==> src/rtl/fifo_pkg.sv <==
// Constants shared by the FIFO family: the default entry width and the pop-decision encoding.
package fifo_pkg;

  localparam int FIFO_DATA_WIDTH = 65;

  localparam logic [1:0] FIFO_POP_NONE = 2'd0;
  localparam logic [1:0] FIFO_POP_ONE  = 2'd1;
  localparam logic [1:0] FIFO_POP_TWO  = 2'd2;

endpackage

==> src/rtl/fifo_occupancy_ctr.sv <==
// Occupancy counter for the 1-write/2-read FIFO. It keeps count, Full/Empty flags and the sticky overflow flag.
// The flags are decoded from the registered count, so every full/empty decision uses the state before this edge's update.
module fifo_occupancy_ctr
  import fifo_pkg::*;
#(
  parameter int ADDRESS_WIDTH = 3
) (
  input  logic                     Clk,
  input  logic                     Reset_n,
  input  logic                     Clear_in,
  input  logic                     stall,
  input  logic                     push,
  input  logic [1:0]               pop_n,
  input  logic                     wr_req,
  output logic [ADDRESS_WIDTH:0]   count,
  output logic                     full,
  output logic                     empty,
  output logic                     overflow
);

  localparam logic [ADDRESS_WIDTH:0] DEPTH_C = {1'b1, {ADDRESS_WIDTH{1'b0}}};
  localparam logic [ADDRESS_WIDTH:0] TWO_C   = (ADDRESS_WIDTH+1)'(2);

  logic [ADDRESS_WIDTH:0] push_amt;
  logic [ADDRESS_WIDTH:0] pop_amt;

  always_comb begin
    push_amt = {{ADDRESS_WIDTH{1'b0}}, push};
    pop_amt  = '0;
    if (pop_n == FIFO_POP_TWO) begin
      pop_amt = TWO_C;
    end else if (pop_n == FIFO_POP_ONE) begin
      pop_amt = (ADDRESS_WIDTH+1)'(1);
    end
  end

  assign full  = (count == DEPTH_C);
  assign empty = (count < TWO_C);

  always_ff @(posedge Clk or negedge Reset_n) begin
    if (!Reset_n) begin
      count    <= '0;
      overflow <= 1'b0;
    end else if (Clear_in) begin
      count    <= '0;
      overflow <= 1'b0;
    end else if (!stall) begin
      count <= count + push_amt - pop_amt;
      // A write attempt against a full FIFO is dropped and recorded.
      if (wr_req && full) begin
        overflow <= 1'b1;
      end
    end
  end

endmodule

==> src/rtl/fifo_1w_2r.sv <==
// Single-clock FIFO: one entry in per cycle, and a pair of entries out per read. A single entry can come out in drain mode.
// Read data appears one cycle after the pop. The stall input freezes both sides, and a push into a full FIFO is dropped and flagged.
module fifo_1w_2r
  import fifo_pkg::*;
#(
  parameter int DATA_WIDTH    = FIFO_DATA_WIDTH,
  parameter int ADDRESS_WIDTH = 3,
  parameter int FIFO_DEPTH    = 1 << ADDRESS_WIDTH
) (
  input  logic                     Clk,
  input  logic                     Reset_n,
  input  logic                     Clear_in,
  input  logic                     stall,
  input  logic [DATA_WIDTH-1:0]    Data_in,
  input  logic                     WriteEn_in,
  output logic                     Full_out,
  input  logic                     ReadEn_in,
  input  logic                     Drain_in,
  output logic [DATA_WIDTH-1:0]    Data_out_1,
  output logic [DATA_WIDTH-1:0]    Data_out_2,
  output logic                     Data_valid,
  output logic                     Data_valid_2,
  output logic                     Empty_out,
  output logic [ADDRESS_WIDTH:0]   Count_out,
  output logic                     Overflow_out
);

  localparam logic [ADDRESS_WIDTH:0]   DEPTH_C = (ADDRESS_WIDTH+1)'(FIFO_DEPTH);
  localparam logic [ADDRESS_WIDTH:0]   TWO_C   = (ADDRESS_WIDTH+1)'(2);
  localparam logic [ADDRESS_WIDTH:0]   ONE_C   = (ADDRESS_WIDTH+1)'(1);
  localparam logic [ADDRESS_WIDTH-1:0] PTR_1   = ADDRESS_WIDTH'(1);
  localparam logic [ADDRESS_WIDTH-1:0] PTR_2   = ADDRESS_WIDTH'(2);

  (* ramstyle = "logic" *) logic [DATA_WIDTH-1:0] mem [FIFO_DEPTH];

  logic [ADDRESS_WIDTH-1:0] wr_ptr;
  logic [ADDRESS_WIDTH-1:0] rd_ptr;
  logic [ADDRESS_WIDTH-1:0] rd_ptr_p1;
  logic [ADDRESS_WIDTH-1:0] ptr_diff;
  logic [ADDRESS_WIDTH:0]   count;
  logic                     push;
  logic [1:0]               pop_n;

  assign push      = WriteEn_in & ~stall & ~Full_out & ~Clear_in;
  assign rd_ptr_p1 = rd_ptr + PTR_1;
  assign ptr_diff  = wr_ptr - rd_ptr;
  assign Count_out = count;

  always_comb begin
    pop_n = FIFO_POP_NONE;
    if (!Clear_in && !stall && ReadEn_in) begin
      if (count >= TWO_C) begin
        pop_n = FIFO_POP_TWO;
      end else if (count == ONE_C && Drain_in) begin
        pop_n = FIFO_POP_ONE;
      end
    end
  end

  fifo_occupancy_ctr #(
    .ADDRESS_WIDTH (ADDRESS_WIDTH)
  ) u_occ (
    .Clk      (Clk),
    .Reset_n  (Reset_n),
    .Clear_in (Clear_in),
    .stall    (stall),
    .push     (push),
    .pop_n    (pop_n),
    .wr_req   (WriteEn_in),
    .count    (count),
    .full     (Full_out),
    .empty    (Empty_out),
    .overflow (Overflow_out)
  );

  // Memory contents survive reset and clear. Only the pointers define what is live.
  always_ff @(posedge Clk) begin
    if (push) begin
      mem[wr_ptr] <= Data_in;
    end
  end

  always_ff @(posedge Clk or negedge Reset_n) begin
    if (!Reset_n) begin
      wr_ptr <= '0;
      rd_ptr <= '0;
    end else if (Clear_in) begin
      wr_ptr <= '0;
      rd_ptr <= '0;
    end else begin
      if (push) begin
        wr_ptr <= wr_ptr + PTR_1;
      end
      if (pop_n == FIFO_POP_TWO) begin
        rd_ptr <= rd_ptr + PTR_2;
      end else if (pop_n == FIFO_POP_ONE) begin
        rd_ptr <= rd_ptr_p1;
      end
    end
  end

  // Clear drops the valids but keeps the last read data on the outputs.
  always_ff @(posedge Clk or negedge Reset_n) begin
    if (!Reset_n) begin
      Data_out_1   <= '0;
      Data_out_2   <= '0;
      Data_valid   <= 1'b0;
      Data_valid_2 <= 1'b0;
    end else begin
      Data_valid   <= (pop_n != FIFO_POP_NONE);
      Data_valid_2 <= (pop_n == FIFO_POP_TWO);
      if (pop_n != FIFO_POP_NONE) begin
        Data_out_1 <= mem[rd_ptr];
      end
      if (pop_n == FIFO_POP_TWO) begin
        Data_out_2 <= mem[rd_ptr_p1];
      end
    end
  end

  a_occupancy_consistent : assert property (@(posedge Clk) disable iff (!Reset_n)
    (count <= DEPTH_C) && (ptr_diff == count[ADDRESS_WIDTH-1:0]));

endmodule

==> config.mk <==
export PLATFORM = sky130hd
export DESIGN_NAME = fifo_1w_2r
export DESIGN_NICKNAME = d
export VERILOG_FILES = /design/src/rtl/fifo_pkg.sv /design/src/rtl/fifo_occupancy_ctr.sv /design/src/rtl/fifo_1w_2r.sv
export SDC_FILE = /design/constraint.sdc
export NUM_CORES = 1
export LEC_CHECK = 0
export ABC_AREA = 1
export CORE_UTILIZATION = 50
export DETAILED_ROUTE_END_ITERATION = 6
export PLACE_DENSITY = 0.69
export SLEW_MARGIN = 20
export SYNTH_ARGS = -nofsm -noshare
export SYNTH_HDL_FRONTEND = slang
export SYNTH_SLANG_ARGS = --single-unit
==> constraint.sdc <==
create_clock -name Clk -period 5.45 [get_ports Clk]
set_clock_uncertainty 0.05 [all_clocks]
set_input_delay 0.545 -clock Clk [delete_from_list [all_inputs] [get_ports Clk]]
set_output_delay 0.545 -clock Clk [all_outputs]
set_load 0.05 [all_outputs]
==> impl_summary.log, run 1 <==
INFO  metric reg2reg_from = rd_ptr[0]
INFO  metric timing_worst_slew_pin_value = 1.25 ns
INFO  metric floorplan.rows = 92
INFO  metric cap_violations = 0
INFO  metric cts.sink_count = 663
INFO  metric dp_hpwl = 47.2 mm
INFO  metric cts-buffers-inserted = 71
INFO  metric whs_endpoint = Data_out_1[43]
INFO  metric yosys_most_used_dff = sky130_fd_sc_hd__edfxtp_1
INFO  metric dieWidth = 255 um
INFO  metric gr-usage-met2 = 41.2%
INFO  metric dp_slack = 1.76 ns
INFO  metric overflow = 0
INFO  metric clkSlewWorstSetupHoldPaths = 0.06 ns
INFO  metric route.detailed.vias_per_inst = 5.25
INFO  metric finalSetupViolCount = 0
INFO  metric fin_ws = 1.64 ns
INFO  metric hp-class = reg2reg
INFO  metric hold_violations = 0
INFO  metric buffer_ports.inserted = 210
INFO  metric worstSetupEndpointType = flop
INFO  metric p_per_area = 435 mW/mm2
INFO  metric worstHoldPathCells = 2
INFO  metric hold_start = Data_out_1[43]
INFO  metric vdd_ir_drop_max = 370 uV
INFO  metric share_of_total_power_in_the_clock_network = 30.4%
INFO  metric globalplace.congestion = 0.797
INFO  metric number_of_antenna_violations_at_the_first_check_in_global_routing = 5
INFO  metric die-height = 255 um
INFO  metric synth_cell_types = 26
INFO  metric worst-path-max-fanout = 249
INFO  metric drc_errors = 0
INFO  metric syn_inst = 3714
INFO  metric ff2ff_setup_slack = 1.64 ns
INFO  metric drtAntennaViolNets = 0
INFO  metric setup_repair_after_global_routing_missed_its_margin = no
INFO  metric grtUsageTotal = 26.3%
INFO  metric grt_pass1_wl = 130 mm
INFO  metric htree_levels = 3
INFO  metric ys_seq_area_share = 60.0%
INFO  metric crit_required = 5.93 ns
INFO  metric total_switching_power = 0.00576 W
INFO  metric intPower = 0.0103 W
INFO  metric routed-via-count = 24800
INFO  metric synthXorXnorAreaFrac = 0.106%
INFO  metric min_period_over_period = 69.8%
INFO  metric worst_skew_pair_later_pin_latency = 0.60 ns
INFO  metric syn_area_per_cell = 8.62 um2
INFO  metric fraction_of_power_consumed_by_sequential_logic = 38.1%
INFO  metric reg_to_reg_critical_path_endpoint = Data_out_2[37]
INFO  metric finalMaxSlewViolations = 0
INFO  metric synth_top_family_by_area = simple AND/OR/NAND/NOR gates
INFO  metric maxClockFrequency = 0.263 GHz
INFO  metric busiest_layer = met2
INFO  metric cts_tree = done
INFO  metric drtIter0Drc = 2322
INFO  metric power_frac_comb = 31.5%
INFO  metric min_period = 3.81 ns
INFO  metric syn_area = 0.0320 mm2
INFO  metric fp.coreArea = 0.0632 mm2
INFO  metric ctsRootBufferMaster = sky130_fd_sc_hd__clkbuf_16
INFO  metric fin_setup_tns = 0 ns
INFO  metric start_util = 50.7%
INFO  metric timing_worst_setup_path_type = reg2reg
INFO  metric synth_mux_area_share = 0%
INFO  metric timing.max_slew.rel_slack = 16.5%
INFO  metric floorplan.die_area = 0.0650 mm2
INFO  metric ys_ff_latch = 663
INFO  metric global_route_track_usage_on_met3 = 3.47%
INFO  metric syn_to_final_growth = 15.4%
INFO  metric post_synth_fa_ha_maj_area_fraction = 0.414%
INFO  metric route.final.wire_length = 84.6 mm
INFO  metric floorplan.io_pins = 211
INFO  metric ctsResizeCount = 0
INFO  metric post_drt_wl_per_cell = 17.9 um
INFO  metric synthesis.nets = 3796
INFO  metric grt_max_degree = 284
INFO  metric cp-start-kind = flop
INFO  metric nets = 3907
INFO  metric critical_path_arrival = 4.29 ns
INFO  metric synth_async_sr_flop_share = 21.6%
INFO  metric worst_hold_slack = 0.424 ns
INFO  metric area_fraction_in_compound_gates_after_synthesis = 0.234%
INFO  metric worstRegToRegCells = 9
INFO  metric synth_enable_flop_cells = 520
INFO  metric final.fill_count = 5345
INFO  metric switching_portion_of_total_power = 35.9%
INFO  metric grt_util_met1 = 37.7%
INFO  metric ys_warn_count = 0
INFO  metric buffers_from_clock_root_to_sink_at_most = 3
INFO  metric drt_first_pass_iters = 6
INFO  metric drive_gt1_share = 4.48%
INFO  metric synth_simple_gate_area_share = 30.7%
INFO  metric leakagePower = 16.7 nW
INFO  metric status = finished clean
INFO  metric first_global_vias = 23400
==> layer usage <==
layer  up-vias  wire, um  share of wire [%]
met2       963     38900                 46
li1      12100         -                  -
met1     11700     37600                 44
met4         6      1950                2.3
met5         -        38              0.045
met3       136      6090                7.2
==> metrics by stage <==
| stage | total power (W) | std cells | cell area (um2) | util (%) |
|---|---|---|---|---|
| 3_5_place_dp | 0.0113 | 4596 | 34500 | 54.7 |
| 3_3_place_gp | 0.0112 | 4596 | 34500 | 54.7 |
| 6_report | 0.0161 | 4730 | 36900 | 58.5 |
| 2_1_floorplan | 0.00973 | 3714 | 32000 | - |
| 5_1_grt | 0.0168 | 4730 | 36900 | 58.5 |
| 4_1_cts | 0.0162 | 4727 | 36900 | 58.4 |
==> cells in the mapped netlist, types with 4 or more instances <==
master                     number  area (um2)
sky130_fd_sc_hd__nor2_1        81         304
sky130_fd_sc_hd__a21oi_1        4        20.0
sky130_fd_sc_hd__o21ai_0        8        40.0
sky130_fd_sc_hd__dfrtp_1      143        3580
sky130_fd_sc_hd__inv_1        406        1520
sky130_fd_sc_hd__ha_1           9         113
sky130_fd_sc_hd__buf_4         29         218
sky130_fd_sc_hd__buf_6         12         135
sky130_fd_sc_hd__nand2_1     1650        6190
sky130_fd_sc_hd__clkbuf_1      32         120
sky130_fd_sc_hd__edfxtp_1     520       15600
sky130_fd_sc_hd__buf_2        140         701
sky130_fd_sc_hd__nand3_1      659        3300
sky130_fd_sc_hd__inv_2          6        22.5
==> worst max-delay path: stages, from the launching register on <==
cell                      delay, ns
sky130_fd_sc_hd__dfrtp_4       0.44
sky130_fd_sc_hd__buf_12        0.74
sky130_fd_sc_hd__buf_4         0.80
sky130_fd_sc_hd__buf_4         0.87
sky130_fd_sc_hd__nand2_1       0.10
sky130_fd_sc_hd__nand2_1       0.11
sky130_fd_sc_hd__nand2_1       0.07
sky130_fd_sc_hd__nand3_1       0.13
sky130_fd_sc_hd__nand3_1       0.13
sky130_fd_sc_hd__nand2_1       0.10
==> state kept, by name, summed over array words and instances, names as in the netlist, 3 cells and up <==
name,count
wr_ptr,3
Data_out_2,65
mem,520
rd_ptr,3
u_occ.count,4
Data_out_1,65
==> power groups by stage <==
stage | logic (W) | registers [W] | clock network, W
2_1_floorplan | 0.00229 | 0.00744 | 0
3_3_place_gp | 0.00500 | 0.00623 | 0
3_5_place_dp | 0.00504 | 0.00623 | 0
4_1_cts | 0.00506 | 0.00613 | 0.00496
5_1_grt | 0.00550 | 0.00617 | 0.00514
6_report | 0.00506 | 0.00613 | 0.00488
==> timing repair <==
item	CTS	global route
hold buffers	1	0
hold endpoints to repair	44	0
setup buffers	0	0
==> kinds of logic after synthesis <==
kind of cell             Yosys count
AO/OA/AOI/OAI                     14
XOR/XNOR                           3
adder cells (fa/ha/maj)           10
buffers and inverters            629
flip-flops                       663
AND/OR/NAND/NOR                 2395
==> cells in the final DEF (no fill, tap or decap), drive strengths merged, types with 2 or more instances in the layout <==
cell type / n
bufinv: 6
clkdlybuf4s50: 209
inv: 415
clkbuf: 98
nand3: 660
nor2: 82
diode: 2
clkinv: 24
xor2: 2
o21ai: 9
dfrtp: 143
nand2: 1652
a21oi: 4
ha: 9
buf: 43
edfxtp: 520
==> how the worst max path moves through the flow <==
| stage | from | end | slack, ns | cells past startpoint |
|---|---|---|---|---|
| 5_1_grt | rd_ptr[0] | Data_out_1[53] | 1.38 | 9 |
| 3_3_place_gp | rd_ptr[0] | Data_out_2[37] | 1.84 | 8 |
| 3_5_place_dp | rd_ptr[0] | Data_out_2[37] | 1.76 | 9 |
| 6_report | rd_ptr[0] | Data_out_2[37] | 1.64 | 9 |
| 2_1_floorplan | u_occ.count[2] | mem[0][0] | 0.72 | 7 |
| 4_1_cts | rd_ptr[0] | Data_out_2[37] | 1.75 | 9 |
==> final cells by class <==
type	instances	area, um2	area share (%)
clock inverter	32	310	0.840
inverter	414	1570	4.26
clock buffer	98	2060	5.56
multi-input combinational	2422	10200	27.7
timing repair buffer	253	2520	6.83
antenna	2	5.00	0.0135
tap	846	1060	2.87
sequential	663	19200	52.0
Note: power is estimated with default switching activity, not from simulation.
==> run 2, diff against run 1 <==
==> constraint.sdc (replaced) <==
create_clock -name Clk -period 3.7 [get_ports Clk]
set_clock_uncertainty 0.05 [all_clocks]
set_input_delay 0.37 -clock Clk [delete_from_list [all_inputs] [get_ports Clk]]
set_output_delay 0.37 -clock Clk [all_outputs]
set_load 0.05 [all_outputs]
==> run 2 against run 1 <==
Effect of this change: die area unchanged; sequential cell count unchanged; critical endpoint is now rd_ptr[1]; critical path depth down 1; first-iteration DRC count up 3.7%; routed wire length down 3.2%; worst hold slack worse by 0.087 ns; clock power up 48%; non-clock buffer count up 13.
==> impl_summary.log, run 2 (synthesis gave the netlist of run 1 again) <==
INFO  metric final.fill_count = 5335
INFO  metric final_common_cell = sky130_fd_sc_hd__nand2_1
INFO  metric ff2ff_setup_slack = 1.01 ns
INFO  metric finalSetupViolCount = 0
INFO  metric intPower = 0.0152 W
INFO  metric status = finished clean
INFO  metric postPlaceCellArea = 0.0348 mm2
INFO  metric cts_setup_buffers = 0
INFO  metric number_of_antenna_violations_at_the_first_check_in_global_routing = 3
INFO  metric timing_worst_setup_path_type = reg2reg
INFO  metric drt_first_pass_iters = 6
INFO  metric drtAntennaViolNets = 0
INFO  metric floorplan.rows = 92
INFO  metric floorplan.die_area = 0.0650 mm2
INFO  metric cts-hold-fix-buffers = 1
INFO  metric worstRegToRegCells = 8
INFO  metric post_drt_wl_per_cell = 17.3 um
INFO  metric syn_to_final_growth = 16.3%
INFO  metric multiInputGateArea = 0.0102 mm2
INFO  metric routed-via-count = 24600
INFO  metric most_frequent_cells_in_the_layout = sky130_fd_sc_hd__nand2_1, sky130_fd_sc_hd__nand3_1, sky130_fd_sc_hd__edfxtp_1
INFO  metric hold_violations = 0
INFO  metric reg_to_reg_critical_path_endpoint = rd_ptr[1]
INFO  metric setup_repair_after_global_routing_missed_its_margin = no
INFO  metric fraction_of_power_consumed_by_sequential_logic = 38.0%
INFO  metric largest_register_ffs = 520
INFO  metric biggestRegsByFlops = mem x520, Data_out_1 x65, Data_out_2 x65
INFO  metric p_per_area = 638 mW/mm2
INFO  metric crit_required = 4.14 ns
INFO  metric die-height = 255 um
INFO  metric power_frac_comb = 31.7%
INFO  metric cts-buffers-inserted = 71
INFO  metric route.final.wire_length = 81.9 mm
INFO  metric vdd_ir_drop_max = 548 uV
INFO  metric drive_gt1_share = 4.93%
INFO  metric leakagePower = 16.8 nW
INFO  metric worstSetupEndpointType = flop
INFO  metric finalMaxSlewViolations = 0
INFO  metric min_period_over_period = 72.7%
INFO  metric route.detailed.vias_per_inst = 5.18
INFO  metric sequential_cell_area = 0.0192 mm2
INFO  metric cap_violations = 0
INFO  metric globalplace.congestion = 0.803
INFO  metric drc_errors = 0
INFO  metric floorplan.io_pins = 211
INFO  metric hp-class = in2async
INFO  metric registers.top_by_ff_count = mem
INFO  metric maxClockFrequency = 0.372 GHz
INFO  metric fp.coreArea = 0.0632 mm2
INFO  metric worst-path-max-fanout = 41
INFO  metric dp_hpwl = 46.2 mm
INFO  metric first_global_vias = 23300
INFO  metric total_switching_power = 0.00854 W
INFO  metric timing_worst_slew_pin_value = 1.00 ns
INFO  metric nets = 3920
INFO  metric grtUsageTotal = 25.6%
INFO  metric overflow = 0
INFO  metric cp-start-kind = flop
INFO  metric htree_levels = 3
INFO  metric ctsRootBufferMaster = sky130_fd_sc_hd__clkbuf_16
INFO  metric clkSlewWorstSetupHoldPaths = 0.06 ns
INFO  metric cts_tree = done
INFO  metric fin_setup_tns = 0 ns
INFO  metric switching_portion_of_total_power = 36.0%
INFO  metric grt_pass1_wl = 128 mm
INFO  metric reg2reg_from = u_occ.count[2]
INFO  metric share_of_total_power_in_the_clock_network = 30.3%
INFO  metric buffers_from_clock_root_to_sink_at_most = 3
INFO  metric start_util = 50.7%
INFO  metric timing.max_slew.rel_slack = 32.8%
INFO  metric grt_max_degree = 217
INFO  metric worst_skew_pair_later_pin_latency = 0.61 ns
INFO  metric drtIter0Drc = 2409
INFO  metric critical_path_arrival = 3.13 ns
INFO  metric cts.sink_count = 663
INFO  metric ctsResizeCount = 0
INFO  metric min_period = 2.69 ns
INFO  metric dieWidth = 255 um
INFO  metric finalInstanceArea = 0.0372 mm2
INFO  metric buffer_ports.inserted = 210
run 2: metrics by stage:
step / worst slack (ns) / power [W] / util (%) / std cells / hold slack, ns
6_report: 1.01 / 0.0238 / 58.9 / 4745 / 0.336
5_1_grt: 0.718 / 0.0249 / 58.9 / 4743 / 0.386
4_1_cts: 0.969 / 0.0239 / 58.9 / 4741 / 0.337
3_5_place_dp: 0.852 / 0.0167 / 55.1 / 4610 / 0.400
3_3_place_gp: 0.887 / 0.0166 / 55.1 / 4610 / 0.395
2_1_floorplan: -1.03 / 0.0143 / - / 3714 / 0.0244
run 2: worst max-delay path by stage:
stage,from,to,slack (ns),cells after the start
after floorplan,u_occ.count[2],mem[0][0],-1.03,7
after global placement,Drain_in,rd_ptr[1],0.89,8
after detailed placement,Drain_in,rd_ptr[1],0.85,8
after CTS,u_occ.count[2],rd_ptr[1],0.97,8
after global routing,u_occ.count[2],rd_ptr[1],0.72,8
final,u_occ.count[2],rd_ptr[1],1.01,8
run 2: cell type report:
| cell class | instances | share of cell area, % |
|---|---|---|
| diodes | 4 | 0.0269 |
| multi-input cells | 2422 | 27.4 |
| well taps | 846 | 2.84 |
| flip-flops and latches | 663 | 51.6 |
| clock buffers | 95 | 5.35 |
| repair buffers | 266 | 7.53 |
| clock inverters | 35 | 1.02 |
| inverters | 414 | 4.22 |
run 2: critical path, stage by stage, from the launching register on:
cell	delay [ns]
sky130_fd_sc_hd__dfrtp_1	0.37
sky130_fd_sc_hd__inv_1	0.13
sky130_fd_sc_hd__ha_1	0.18
sky130_fd_sc_hd__nand2_2	0.12
sky130_fd_sc_hd__o21ai_4	0.81
sky130_fd_sc_hd__buf_4	0.62
sky130_fd_sc_hd__nand2_1	0.14
sky130_fd_sc_hd__nand2_1	0.10
sky130_fd_sc_hd__nand2_1	0.04
run 2: routing by layer:
metal | up-vias | GRT usage [%] | wire length (um)
met4 | 0 | 8.31 | 1900
met5 | - | 0 | 0
met2 | 825 | 40.7 | 38100
met3 | 137 | 3.43 | 5410
met1 | 11500 | 36.3 | 36400
li1 | 12100 | - | -
run 2: power groups by stage:
stage / combinational (W) / sequential, W / clock, W
final: 0.00752 / 0.00903 / 0.00720
after CTS: 0.00753 / 0.00904 / 0.00731
after global routing: 0.00818 / 0.00910 / 0.00759
after global placement: 0.00741 / 0.00920 / 0
after floorplan: 0.00337 / 0.0110 / 0
after detailed placement: 0.00750 / 0.00918 / 0
